$ cat src/rtl/decode_imm_stage_pkg.sv
// Shared definitions for the decode/immediate stage: opcode constants,
// immediate-format codes, occupancy states, the decoded-entry record and
// the immediate_unit extraction function.
package decode_imm_stage_pkg;

    localparam int XLEN_P = 32;

    localparam logic [6:0] OPC_LUI    = 7'b0110111;
    localparam logic [6:0] OPC_AUIPC  = 7'b0010111;
    localparam logic [6:0] OPC_JAL    = 7'b1101111;
    localparam logic [6:0] OPC_JALR   = 7'b1100111;
    localparam logic [6:0] OPC_LOAD   = 7'b0000011;
    localparam logic [6:0] OPC_STORE  = 7'b0100011;
    localparam logic [6:0] OPC_BRANCH = 7'b1100011;
    localparam logic [6:0] OPC_OP_IMM = 7'b0010011;
    localparam logic [6:0] OPC_OP     = 7'b0110011;

    // UNKNOWN is code 0 so a reset entry reads as "no immediate"
    typedef enum logic [2:0] {
        IMM_UNKNOWN_TYPE = 3'd0,
        IMM_I            = 3'd1,
        IMM_S            = 3'd2,
        IMM_B            = 3'd3,
        IMM_U            = 3'd4,
        IMM_J            = 3'd5
    } imm_sel_e;

    typedef enum logic [1:0] {
        ST_EMPTY = 2'd0,
        ST_ONE   = 2'd1,
        ST_TWO   = 2'd2
    } state_e;

    typedef struct packed {
        logic [XLEN_P-1:0] imm;
        imm_sel_e          sel;
        logic [XLEN_P-1:0] pc;
        logic [4:0]        rd;
        logic [4:0]        rs1;
        logic [4:0]        rs2;
        logic [2:0]        funct3;
        logic              illegal;
    } dec_entry_t;

    // Immediate unit: sign-extended immediate for the selected format,
    // forced to 0 when disabled or when the format carries no immediate.
    function automatic logic [XLEN_P-1:0] immediate_unit(
        input logic [XLEN_P-1:0] instr,
        input imm_sel_e          sel,
        input logic              enable
    );
        logic [XLEN_P-1:0] imm;
        imm = '0;
        if (enable) begin
            case (sel)
                IMM_I:   imm = {{20{instr[31]}}, instr[31:20]};
                IMM_S:   imm = {{20{instr[31]}}, instr[31:25], instr[11:7]};
                IMM_B:   imm = {{19{instr[31]}}, instr[31], instr[7], instr[30:25],
                                instr[11:8], 1'b0};
                IMM_U:   imm = {instr[31:12], 12'b0};
                IMM_J:   imm = {{11{instr[31]}}, instr[31], instr[19:12], instr[20],
                                instr[30:21], 1'b0};
                default: imm = '0;
            endcase
        end
        return imm;
    endfunction

endpackage

$ cat src/rtl/decode_imm_stage_imm_type_decoder.sv
// imm_type_decoder: purely combinational opcode classifier producing the
// immediate-format code and the illegal-opcode flag.
module imm_type_decoder
    import decode_imm_stage_pkg::*;
(
    input  logic [6:0] opcode_i,
    output imm_sel_e   sel_o,
    output logic       illegal_o
);

    // Map each supported opcode to its format; R-type is legal but immediate-free
    always_comb begin
        sel_o     = IMM_UNKNOWN_TYPE;
        illegal_o = 1'b0;
        case (opcode_i)
            OPC_LUI, OPC_AUIPC:           sel_o = IMM_U;
            OPC_JAL:                      sel_o = IMM_J;
            OPC_JALR, OPC_LOAD, OPC_OP_IMM: sel_o = IMM_I;
            OPC_STORE:                    sel_o = IMM_S;
            OPC_BRANCH:                   sel_o = IMM_B;
            OPC_OP:                       sel_o = IMM_UNKNOWN_TYPE;
            default:                      illegal_o = 1'b1;
        endcase
    end

endmodule

$ cat src/rtl/decode_imm_stage.sv
// decode_imm_stage: accepts instructions from fetch over valid/ready, decodes
// the immediate format and register fields, and presents one registered entry
// to execute with backpressure and flush.
// Optional feature macro: DECODE_SKID_BUFFER_EN selects a two-entry skid buffer
// with a registered o_Instr_Ready; without it a single register is used and
// o_Instr_Ready is combinational from i_Dec_Ready.
module decode_imm_stage
    import decode_imm_stage_pkg::*;
#(
    parameter int XLEN          = 32,
    parameter int IMM_SEL_WIDTH = 2
) (
    input  logic                   i_Clock,
    input  logic                   i_Reset_N,
    input  logic                   i_Flush,
    input  logic                   i_Instr_Valid,
    output logic                   o_Instr_Ready,
    input  logic [XLEN-1:0]        i_Instruction,
    input  logic [XLEN-1:0]        i_PC,
    output logic                   o_Dec_Valid,
    input  logic                   i_Dec_Ready,
    output logic [XLEN-1:0]        o_Immediate,
    output logic [IMM_SEL_WIDTH:0] o_Imm_Select,
    output logic [XLEN-1:0]        o_PC,
    output logic [4:0]             o_Rd,
    output logic [4:0]             o_Rs1,
    output logic [4:0]             o_Rs2,
    output logic [2:0]             o_Funct3,
    output logic                   o_Illegal
);

    logic [XLEN_P-1:0] instr;
    imm_sel_e          dec_sel;
    logic              dec_illegal;
    logic              instr_ready;
    logic              accept;
    logic              consume;
    logic              imm_enable;
    dec_entry_t        entry_d;
    dec_entry_t        main_q;
    state_e            state_q;

    assign instr = XLEN_P'(i_Instruction);

    imm_type_decoder u_imm_type_decoder (
        .opcode_i  (instr[6:0]),
        .sel_o     (dec_sel),
        .illegal_o (dec_illegal)
    );

    assign imm_enable = i_Instr_Valid & instr_ready;
    assign accept     = imm_enable & ~i_Flush;
    assign consume    = o_Dec_Valid & i_Dec_Ready;

    // Assemble the entry that would be captured if this cycle transfers
    always_comb begin
        entry_d         = '0;
        entry_d.imm     = immediate_unit(instr, dec_sel, imm_enable);
        entry_d.sel     = dec_sel;
        entry_d.pc      = XLEN_P'(i_PC);
        entry_d.rd      = instr[11:7];
        entry_d.rs1     = instr[19:15];
        entry_d.rs2     = instr[24:20];
        entry_d.funct3  = instr[14:12];
        entry_d.illegal = dec_illegal;
    end

`ifdef DECODE_SKID_BUFFER_EN
    dec_entry_t skid_q;
    logic       ready_q;

    assign instr_ready = ready_q;

    // Occupancy FSM: main_q feeds execute, skid_q catches the entry accepted
    // while execute stalls; ready is registered so it never depends on i_Dec_Ready
    always_ff @(posedge i_Clock or negedge i_Reset_N) begin
        if (!i_Reset_N) begin
            state_q <= ST_EMPTY;
            ready_q <= 1'b0;
            main_q  <= '0;
            skid_q  <= '0;
        end else if (i_Flush) begin
            state_q <= ST_EMPTY;
            ready_q <= 1'b1;
        end else begin
            ready_q <= 1'b1;
            case (state_q)
                ST_EMPTY: begin
                    if (accept) begin
                        main_q  <= entry_d;
                        state_q <= ST_ONE;
                    end
                end
                ST_ONE: begin
                    if (accept && !consume) begin
                        skid_q  <= entry_d;
                        state_q <= ST_TWO;
                        ready_q <= 1'b0;
                    end else if (accept && consume) begin
                        main_q  <= entry_d;
                    end else if (consume) begin
                        state_q <= ST_EMPTY;
                    end
                end
                ST_TWO: begin
                    if (consume) begin
                        main_q  <= skid_q;
                        state_q <= ST_ONE;
                    end else begin
                        ready_q <= 1'b0;
                    end
                end
                default: state_q <= ST_EMPTY;
            endcase
        end
    end
`else
    assign instr_ready = ~o_Dec_Valid | i_Dec_Ready;

    // Single holding register: refill on accept (which implies any held entry
    // is leaving), otherwise drain on consume
    always_ff @(posedge i_Clock or negedge i_Reset_N) begin
        if (!i_Reset_N) begin
            state_q <= ST_EMPTY;
            main_q  <= '0;
        end else if (i_Flush) begin
            state_q <= ST_EMPTY;
        end else if (accept) begin
            main_q  <= entry_d;
            state_q <= ST_ONE;
        end else if (consume) begin
            state_q <= ST_EMPTY;
        end
    end
`endif

    assign o_Instr_Ready = instr_ready;
    assign o_Dec_Valid   = (state_q != ST_EMPTY);
    assign o_Immediate   = XLEN'(main_q.imm);
    assign o_Imm_Select  = (IMM_SEL_WIDTH + 1)'(main_q.sel);
    assign o_PC          = XLEN'(main_q.pc);
    assign o_Rd          = main_q.rd;
    assign o_Rs1         = main_q.rs1;
    assign o_Rs2         = main_q.rs2;
    assign o_Funct3      = main_q.funct3;
    assign o_Illegal     = main_q.illegal;

endmodule

$ cat config.mk
export PLATFORM = sky130hd
export DESIGN_NAME = decode_imm_stage
export DESIGN_NICKNAME = d
export VERILOG_FILES = /design/src/rtl/decode_imm_stage_pkg.sv /design/src/rtl/decode_imm_stage_imm_type_decoder.sv /design/src/rtl/decode_imm_stage.sv
export SDC_FILE = /design/constraint.sdc
export NUM_CORES = 1
export LEC_CHECK = 0
export ABC_AREA = 1
export CAP_MARGIN = 20
export CORE_ASPECT_RATIO = 1.1
export CORE_MARGIN = 1.5
export CORE_UTILIZATION = 40
export CTS_BUF_LIST = sky130_fd_sc_hd__clkbuf_8
export DETAILED_ROUTE_END_ITERATION = 6
export GPL_TIMING_DRIVEN = 0
export PLACE_DENSITY = 0.78
export REMOVE_ABC_BUFFERS = 1
export SLEW_MARGIN = 10
export SYNTH_ARGS = -nofsm -noshare
export SYNTH_HDL_FRONTEND = slang
export SYNTH_HIERARCHICAL = 1
export SYNTH_SLANG_ARGS = --single-unit
$ cat constraint.sdc
create_clock -name i_Clock -period 1.3 [get_ports i_Clock]
set_clock_uncertainty 0.2 [all_clocks]
set_input_delay 0.195 -clock i_Clock [delete_from_list [all_inputs] [get_ports i_Clock]]
set_output_delay 0.195 -clock i_Clock [all_outputs]
set_load 0.01 [all_outputs]
==> summary.md <==
| Metric | Value |
|---|---|
| Worst setup EP type | `flip-flop` |
| Worst Max-Slew Pin Slew | `slightly below 0.4 ns` |
| Port Buffers | `around 160` |
| Worst-path cell chain | `inv_2 -> nor2_4 -> nor2_4 -> clkbuf_16 -> inv_16 -> buf_16 -> nand2_1 -> nand2_1` |
| Synthesized flop and latch total | `slightly below 90` |
| Worst Setup Start Kind | `flip-flop` |
| Gr usage total | `26.3%` |
| Clock slew at reported path FFs | `0.08 ns` |
| Final Hold Fails | `0` |
| Status | `finished with violations` |
| Area leader, netlist | `dfrtp_1` |
| First-pass GRT wire length | `roughly 20 mm` |
| P&R area growth vs syn | `72.5%` |
| H-tree lvl count | `3` |
| Mean Syn Cell Area | `about 8.1 um2` |
| Hold WS | `approximately 0.1 ns` |
| Nets@finish | `approximately 790` |
| Placer Congestion | `0.789` |
| HPWL after DPL | `approximately 7.4 mm` |
| Setup Viol. Count Final | `between 90 and 100` |
| Worst setup path class | `reg2reg` |
| Slowest CP cell | `dfrtp_1` |
| Synthesis Warnings | `6` |
| Fill cells | `slightly below 700` |
| Leakage | `between 0.003 and 0.004 uW` |
| Min cycle time layout | `roughly 1.5 ns` |
| Most common cell after layout, fill and taps aside | `nand2_1` |
| Die ar. | `10,200 um2` |
| Wire per inst | `roughly 16 um` |
| Total number of vias | `a little over 4,000` |
| Layout cells sized above 1 | `about two fifths` |
| Clock buffer count from CTS | `9` |
| Sequential area share after synthesis | `a little under three fifths` |
| Cell Count, Final, Fillers Out | `between 800 and 900` |
| Initial Util | `41.2%` |
| Chip height | `106 um` |
| Failing checks | `negative setup slack` |
| DRT Pass-1 Iters | `4` |
| Number of global-route vias before repair | `3,990` |
| Post-synthesis cell count | `roughly 480` |
| Slew Viols, Final | `0` |
| Row count | `37` |
| Worst Path Required | `~1.4 ns` |
| Hold crit path type | `in2async` |
| Crit path arrival time | `around 1.6 ns` |
| Initial antenna violation count | `0` |
| Area of the multi-input gates | `1710 um2` |
| Critical-path maximum fanout | `7` |
| Seq. cell area | `2180 um2` |
| # IOs | `157` |
| Synth area leaders | `dfrtp_1, nand2_1, o21ai_0, nand3_1, inv_1` |
| Clk_lat worst skew | `between 0.3 and 0.4 ns` |
| Synth top area share | `a little under three fifths` |
| Netlist Area Pre-Place | `3850 um2` |
| TritonCTS clock tree | `done` |
| RSZ-0062 raised after global routing | `true` |
| Fmax | `between 600 and 700 MHz` |
| Final period util | `117%` |
| Grt ovf | `0` |
| Vias per cell | `4.93` |
| Clock tree buffer depth | `2` |
| Max-slew headroom | `roughly three quarters` |
| Pin count of the biggest net entering global routing | `62` |
| DRC violations left | `0` |
| DRT iter0 DRCs | `approximately 140` |
| Core ar. | `between 9000 and 10,000 um2` |
| Die Wd | `a little under 100 um` |
| Final core utilization | `71.1%` |
| Placed cells | `approximately 730` |
| Maximum VDD drop | `0.504 mV` |
| Drt total wl | `around 14 mm` |
| Final ANT Viol Nets | `0` |
| Unique cell type count in the Yosys netlist | `22` |
| Worst Slack Setup Final | `-0.215 ns` |
| MaxCap Viol Count | `0` |
| Pwr Density | `1040 nW/um2` |
| Most frequent cells in the layout | `nand2_1, dfrtp_1, buf_4, buf_2, clkdlybuf4s50_1` |
| Root buf cell | `clkbuf_8` |
| Max stage delay on crit path | `between 0.3 and 0.4 ns` |
| ANT cells | `0` |
| Clk sink count | `87` |
cells in the mapped netlist, drive strengths merged:
library cell	number
o22ai	2
o21ai	35
clkinv	2
nor2	13
inv	24
clkbuf	4
nand3	26
nand2	260
dfrtp	87
nand4	3
buf	19
per-stage QoR:
step	cell area [um2]	total power, uW	setup slack [ns]	TNS [ns]
global route	6650	7210	-0.298	-21.46
finish	6650	6920	-0.215	-14.61
detailed placement	5500	4530	-1.72	-105.22
CTS	6230	6710	-0.210	-16.88
global placement	5420	4470	-3.30	-459.01
floorplan	3710	3590	-1.02	-83.70
flip-flops by register name, indices dropped and copies added (netlist names), 3 cells and up:
signal,flops
o_Funct3,3
o_Imm_Select,3
o_Immediate,32
o_PC,32
o_Rd,5
o_Rs1,5
o_Rs2,5
what timing repair did:
item,CTS,global route
hold buffers,1,0
cloned,14,1
pin swaps,22,16
endpoints found under the hold margin,87,0
setup buffers,50,29
gates resized for setup,462,63
endpoints found under the setup margin,174,158
critical path: cells and delay by family, from the launching register on:
| kind | cells | cell delay, ns |
|---|---|---|
| buf+inv | 4 | 0.49 |
| flops | 1 | 0.39 |
| simple gates | 4 | 0.30 |
where the power goes:
| group | internal, uW | total [uW] | leakage [uW] | switching, uW |
|---|---|---|---|---|
| sequential | 2960 | 3100 | 0.00113 | 143 |
| clock | 1150 | 2120 | 0.000119 | 970 |
| combinational | 884 | 1690 | 0.00240 | 808 |
| total | 4990 | 6920 | 0.00365 | 1920 |
path summary, 6_finish.rpt:
kind                       depth (start not counted)  slack [ns]        startpoint        end
max                                                8       -0.21        state_q[0]   o_PC[10]
min                                                2         0.1         i_Reset_N   o_PC[18]
max reg2reg                                        8       -0.21        state_q[0]   o_PC[10]
min reg2reg                                        2        0.27          o_PC[30]   o_PC[30]
max in group asynchronous                          3        0.17         i_Reset_N   o_PC[17]
min in group i_Clock                               7        0.13  i_Instruction[6]  o_Illegal
cells by family (layout without fill, tap and decap cells):
| kind of cell | after synthesis | after routing | share of synthesized area [%] |
|---|---|---|---|
| buf+inv | 49 | 293 | 6.17 |
| flops | 87 | 87 | 56.5 |
| compound gates | 37 | 37 | 5.75 |
| simple gates | 302 | 304 | 31.6 |
cell type report:
type,count,share of cell area (%)
Sequential cell,87,32.8
Clock buffer,14,2.90
Tap cell,117,2.20
Multi-Input combinational cell,341,25.7
Inverter,26,2.11
Timing Repair inverter,6,1.22
Clock inverter,2,0.527
Timing Repair Buffer,245,32.6
routing by layer:
metal  GRT usage, %  up-vias  wire (um)
li1               -     1960          -
met1           31.3     1968       5480
met2           45.1      165       7000
met3           5.22       38        859
met4           11.8        0        428
met5              0        -          0
(Power assumes the default switching activity.)
